`src/rtl/svc_axi_arbiter_rd_qos.sv`:
```
// N:1 AXI read arbiter with round-robin/fixed-priority grant, per-manager credit limits and a registered AR stage.
// Optional per-manager grant/stall statistics are enabled by defining SVC_AXI_ARB_STATS_EN.
module svc_axi_arbiter_rd_qos #(
  parameter int NUM_M           = 4,
  parameter int AXI_ADDR_WIDTH  = 8,
  parameter int AXI_DATA_WIDTH  = 16,
  parameter int AXI_ID_WIDTH    = 4,
  parameter int M_AXI_ID_WIDTH  = AXI_ID_WIDTH + $clog2(NUM_M),
  parameter int MAX_OUTSTANDING = 4,
  parameter int ARB_MODE        = 0
) (
  input  logic                                         clk,
  input  logic                                         rst,
`ifdef SVC_AXI_ARB_STATS_EN
  input  logic                                         stat_clr,
  output logic [NUM_M-1:0][15:0]                       stat_grants,
  output logic [NUM_M-1:0][15:0]                       stat_stall,
`endif
  input  logic [NUM_M-1:0]                             s_axi_arvalid,
  input  logic [NUM_M-1:0][AXI_ID_WIDTH-1:0]           s_axi_arid,
  input  logic [NUM_M-1:0][AXI_ADDR_WIDTH-1:0]         s_axi_araddr,
  input  logic [NUM_M-1:0][7:0]                        s_axi_arlen,
  input  logic [NUM_M-1:0][2:0]                        s_axi_arsize,
  input  logic [NUM_M-1:0][1:0]                        s_axi_arburst,
  output logic [NUM_M-1:0]                             s_axi_arready,
  output logic [NUM_M-1:0]                             s_axi_rvalid,
  output logic [NUM_M-1:0][AXI_ID_WIDTH-1:0]           s_axi_rid,
  output logic [NUM_M-1:0][AXI_DATA_WIDTH-1:0]         s_axi_rdata,
  output logic [NUM_M-1:0][1:0]                        s_axi_rresp,
  output logic [NUM_M-1:0]                             s_axi_rlast,
  input  logic [NUM_M-1:0]                             s_axi_rready,
  output logic                                         m_axi_arvalid,
  output logic [M_AXI_ID_WIDTH-1:0]                    m_axi_arid,
  output logic [AXI_ADDR_WIDTH-1:0]                    m_axi_araddr,
  output logic [7:0]                                   m_axi_arlen,
  output logic [2:0]                                   m_axi_arsize,
  output logic [1:0]                                   m_axi_arburst,
  input  logic                                         m_axi_arready,
  input  logic                                         m_axi_rvalid,
  input  logic [M_AXI_ID_WIDTH-1:0]                    m_axi_rid,
  input  logic [AXI_DATA_WIDTH-1:0]                    m_axi_rdata,
  input  logic [1:0]                                   m_axi_rresp,
  input  logic                                         m_axi_rlast,
  output logic                                         m_axi_rready
);

  localparam int IDX_W = $clog2(NUM_M);
  localparam int CNT_W = $clog2(MAX_OUTSTANDING + 1);

  logic [NUM_M-1:0][CNT_W-1:0] outstanding;
  logic [NUM_M-1:0]            eligible;
  logic [NUM_M-1:0]            r_done;
  logic [IDX_W-1:0]            rr_ptr;
  logic [IDX_W-1:0]            gnt_idx;
  logic [IDX_W-1:0]            cand_idx;
  logic [IDX_W-1:0]            r_idx;
  logic                        gnt_found;
  logic                        load_en;
  int                          cand;

  // The AR register refills in the same cycle it drains, sustaining one AR per cycle.
  assign load_en = !m_axi_arvalid || m_axi_arready;

  always_comb begin
    for (int i = 0; i < NUM_M; i++)
      eligible[i] = s_axi_arvalid[i] && (outstanding[i] < CNT_W'(MAX_OUTSTANDING));
  end

  always_comb begin
    gnt_found = 1'b0;
    gnt_idx   = '0;
    cand      = 0;
    cand_idx  = '0;
    if (ARB_MODE == 1) begin
      for (int i = NUM_M - 1; i >= 0; i--) begin
        if (eligible[i]) begin
          gnt_found = 1'b1;
          gnt_idx   = IDX_W'(i);
        end
      end
    end else begin
      for (int k = 1; k <= NUM_M; k++) begin
        cand     = (int'(rr_ptr) + k) % NUM_M;
        cand_idx = IDX_W'(cand);
        if (!gnt_found && eligible[cand_idx]) begin
          gnt_found = 1'b1;
          gnt_idx   = cand_idx;
        end
      end
    end
  end

  always_comb begin
    for (int i = 0; i < NUM_M; i++)
      s_axi_arready[i] = !rst && load_en && gnt_found && (gnt_idx == IDX_W'(i));
  end

  always_ff @(posedge clk) begin
    if (rst) begin
      m_axi_arvalid <= 1'b0;
      m_axi_arid    <= '0;
      m_axi_araddr  <= '0;
      m_axi_arlen   <= '0;
      m_axi_arsize  <= '0;
      m_axi_arburst <= '0;
      rr_ptr        <= IDX_W'(NUM_M - 1);
    end else if (load_en) begin
      if (gnt_found) begin
        m_axi_arvalid <= 1'b1;
        m_axi_arid    <= M_AXI_ID_WIDTH'({gnt_idx, s_axi_arid[gnt_idx]});
        m_axi_araddr  <= s_axi_araddr[gnt_idx];
        m_axi_arlen   <= s_axi_arlen[gnt_idx];
        m_axi_arsize  <= s_axi_arsize[gnt_idx];
        m_axi_arburst <= s_axi_arburst[gnt_idx];
        rr_ptr        <= gnt_idx;
      end else begin
        m_axi_arvalid <= 1'b0;
      end
    end
  end

  // R beats route by the manager index held in the ID MSBs; unknown indices are sunk.
  assign r_idx = m_axi_rid[M_AXI_ID_WIDTH-1 -: IDX_W];

  always_comb begin
    m_axi_rready = 1'b1;
    s_axi_rvalid = '0;
    for (int i = 0; i < NUM_M; i++) begin
      s_axi_rid[i]   = m_axi_rid[AXI_ID_WIDTH-1:0];
      s_axi_rdata[i] = m_axi_rdata;
      s_axi_rresp[i] = m_axi_rresp;
      s_axi_rlast[i] = m_axi_rlast;
      if (r_idx == IDX_W'(i)) begin
        m_axi_rready    = s_axi_rready[i];
        s_axi_rvalid[i] = m_axi_rvalid && !rst;
      end
      r_done[i] = s_axi_rvalid[i] && s_axi_rready[i] && m_axi_rlast;
    end
  end

  always_ff @(posedge clk) begin
    for (int i = 0; i < NUM_M; i++) begin
      if (rst) begin
        outstanding[i] <= '0;
      end else if (s_axi_arready[i] && !r_done[i]) begin
        if (outstanding[i] < CNT_W'(MAX_OUTSTANDING))
          outstanding[i] <= outstanding[i] + CNT_W'(1);
      end else if (r_done[i] && !s_axi_arready[i]) begin
        if (outstanding[i] != '0)
          outstanding[i] <= outstanding[i] - CNT_W'(1);
      end
    end
  end

`ifdef SVC_AXI_ARB_STATS_EN
  always_ff @(posedge clk) begin
    for (int i = 0; i < NUM_M; i++) begin
      if (rst || stat_clr) begin
        stat_grants[i] <= '0;
        stat_stall[i]  <= '0;
      end else begin
        if (s_axi_arready[i] && stat_grants[i] != 16'hFFFF)
          stat_grants[i] <= stat_grants[i] + 16'd1;
        if (s_axi_arvalid[i] && !s_axi_arready[i] && stat_stall[i] != 16'hFFFF)
          stat_stall[i] <= stat_stall[i] + 16'd1;
      end
    end
  end
`endif

endmodule

```
`config.mk`:
```
export PLATFORM = sky130hd
export DESIGN_NAME = svc_axi_arbiter_rd_qos
export DESIGN_NICKNAME = d
export VERILOG_FILES = /design/src/rtl/svc_axi_arbiter_rd_qos.sv
export SDC_FILE = /design/constraint.sdc
export NUM_CORES = 1
export LEC_CHECK = 0
export CORE_MARGIN = 2
export CORE_UTILIZATION = 38
export DETAILED_ROUTE_END_ITERATION = 10
export GPL_ROUTABILITY_DRIVEN = 0
export PLACE_DENSITY_LB_ADDON = 0.3
export SLEW_MARGIN = 15
export SYNTH_ARGS = -nofsm -noshare
export SYNTH_HDL_FRONTEND = slang
export SYNTH_SLANG_ARGS = --single-unit
```
`constraint.sdc`:
```
create_clock -name clk -period 7 [get_ports clk]
set_input_delay 1.4 -clock clk [delete_from_list [all_inputs] [get_ports clk]]
set_output_delay 1.4 -clock clk [all_outputs]
set_load 0.01 [all_outputs]
```
==> impl_results.md <==
* Final Hold Vio Count at 0
* EDFF count, synth at 0
* Critical path's most frequent cell: clkdlybuf4s50_1
* Yosys reg bits at 42
* DR pass1 iterations at 4
* Largest buffer count on any clock path at 2
* Initial antenna violation count at 0
* Clk root buf: clkbuf_8
* Crit-path max FO at 28
* Hold WC Path Type: register to register
* Status: completed
* Setup TNS at 0 ns
* Routed len/inst at 17.3 um
* Global Route Usage Sum at 0.202
* Starting Density at 0.395
* Die Wd at 102 um
* Critical-path cell list: clkdlybuf4s50_1 > nor2b_1 > a211oi_4 > buf_4 > or3_2 > nor2_1 > clkdlybuf4s50_1
* Worst-margin pin slew at between 1 and 1.5 ns
* Share of cells above drive strength 1 at 0.0675
* Core ar. at a little over 9000 um2
* Final Non-Filler Cells at about 630
* Die height at 102 um
* Max Cap Violations at 0
* Main synth FF type: dfxtp_1
* Syn Nets at around 600
* Routed wl met3 at 951 um
* Clock skew at roughly 0.0079 ns
* Asr flop ratio synth at 0
* VDD IR max at roughly 0.075 mV
* Post_cts resized at 0
* CTS H-tree lvls at 2
* Number of global-route vias before repair at 3246
* Synth top area share at 0.228
* Setup bufs post-CTS at 0
* # fillers at 919
* Shortest period the worst path allows at 5.78 ns
* CTS sink count at 42
* Worst setup path class: input pin to primary output
* Slew HR at 0.252
* Vias post-DR at 3256
* RSZ-0062 raised after global routing: no
* First-pass GRT wire length at 16400 um
* Rows at 35
* Top cells by area, synth: dfxtp_1, buf_4, mux2i_1
* Worst setup EP type: primary output
* Peak Freq at 173 MHz
* Synth cell types at 44
* Mapped cell area at 3680 um2
* # DRC at 0
* Synth Area per Inst at 8.11 um2
* Wl on met1 at 4640 um
* CTS tree: built
* Largest net degree at the start of global routing at 29
* P per Cell Area at 164 nW/um2
* Synth area leader: dfxtp_1
* Routed Antenna Nets at 0
* Critical path arrival at roughly 4.4 ns
* Clk_lat worst skew at roughly 0.30 ns
* Max Used Layer: met4
* Total grt overflow at 0
* Number of hold buffers added after cts at 0
* Antenna diodes at 0
* Multi-input gate area at 1910 um2
* Die area at 10500 um2
* Slowest cell on crit path: or3_2
* Register area share after synthesis at 0.228
* Reg2reg start: rr_ptr[1]
* Worst Setup SP: s_axi_arvalid[0]
* Reg clk slew, reported paths at 0.08 ns
* Crit start category: input pin
* CTS Buf Count at 5
* PortBufs at approximately 160
* Final WL at 11000 um
* Lkg Pwr at just under 0.002 uW
* Vias per cell at 5.14
* HP Start: m_axi_arid[1]
* Top-Level Pins at ~270
* Hpwl dp at between 8000 and 9000 um
* Nets at 648
* Max-slew violations at 0
* Ys Warns at 0
* Metal2 WL at 5180 um
* Drt initial violations at between 100 and 150
* Final period util at 0.825
* Count of final setup violators at 0
* CP peak stage delay at ~0.82 ns
* Req. time, crit path at roughly 5.6 ns
* Post-Syn Instances at 454
* Area grow syn2layout at 27.8%
* FF/Latch Area at approximately 840 um2
* DP Cell Count at 625
[synth_stat cells, types with 5 or more instances]
cell type	n
a21oi_1	12
and3_1	26
o221ai_1	22
nor2b_1	6
buf_4	95
nand2_1	28
inv_1	33
mux2i_1	29
dfxtp_1	42
nor2_1	15
clkbuf_1	17
or3_1	6
o221ai_2	5
o21ai_0	28
nor3_1	33
[sequential cells by signal (all words and copies together), names as in the netlist]
register,flops
m_axi_araddr,8
m_axi_arburst,2
m_axi_arid,6
m_axi_arlen,8
m_axi_arsize,3
m_axi_arvalid,1
outstanding,12
rr_ptr,2
[area by class of cell]
type | count | area share
Clock buffer | 7 | 0.0183
Clock inverter | 1 | 0.00106
Inverter | 33 | 0.0263
Multi-Input combinational cell | 262 | 0.405
Sequential cell | 42 | 0.179
Tap cell | 129 | 0.0343
Timing Repair Buffer | 159 | 0.336
[through the flow]
stage / cell area [um2] / worst slack, ns / hold WS, ns / util / total power, uW
floorplan: 3680 / 2.75 / 0.504 / - / 506
global placement: 4610 / 1.27 / 0.480 / 0.495 / 600
detailed placement: 4610 / 1.19 / 0.486 / 0.495 / 606
CTS: 4700 / 1.19 / 0.502 / 0.504 / 778
global route: 4710 / 1.02 / 0.527 / 0.505 / 818
finish: 4710 / 1.22 / 0.496 / 0.505 / 771
[power breakdown]
group	internal, uW	total (uW)	switching, uW
Sequential	266	285	18.4
Combinational	173	315	142
Clock	79.8	170	90.6
Total	519	771	251
[kinds of logic after synthesis]
group	share of synthesized area
xor gates and xnor gates	0.00951
adders and majority gates	0.0353
muxes	0.0880
DFF	0.228
and+or+nand+nor	0.193
AOI/OAI and AO/OA	0.189
buffers and inverters	0.256
[critical path, delay by kind of cell]
family / cells / cell delay (ns)
AND/OR/NAND/NOR: 3 / 1.59
buffers and inverters: 3 / 1.34
AO/OA/AOI/OAI: 1 / 0.04
[cells in the final DEF, fill, tap and decap left out, types with 5 or more instances in the layout]
| master | n |
|---|---|
| a21oi_1 | 12 |
| and3_1 | 26 |
| clkbuf_8 | 6 |
| clkdlybuf4s50_1 | 155 |
| dfxtp_1 | 42 |
| inv_1 | 33 |
| mux2i_1 | 29 |
| nand2_1 | 28 |
| nor2_1 | 15 |
| nor2b_1 | 6 |
| nor3_1 | 33 |
| o21ai_0 | 28 |
| o221ai_1 | 21 |
| o221ai_2 | 6 |
| or3_1 | 5 |
[layer usage]
layer  GRT usage  vias to the layer above
li1            -                     1602
met1       0.241                     1484
met2       0.354                      155
met3      0.0520                       15
met4      0.0585                        0
met5           0                        -
[path summary, 6_finish.rpt]
check / cells past startpoint / slack (ns) / end
worst max-delay path: 7 / 1.22 / s_axi_arready[0]
worst min-delay path: 2 / 0.50 / m_axi_arid[1]
worst max register to register: 11 / 3.17 / outstanding[8]
worst min register to register: 2 / 0.50 / m_axi_arid[1]
No activity file was read; power rests on OpenSTA's default activity.
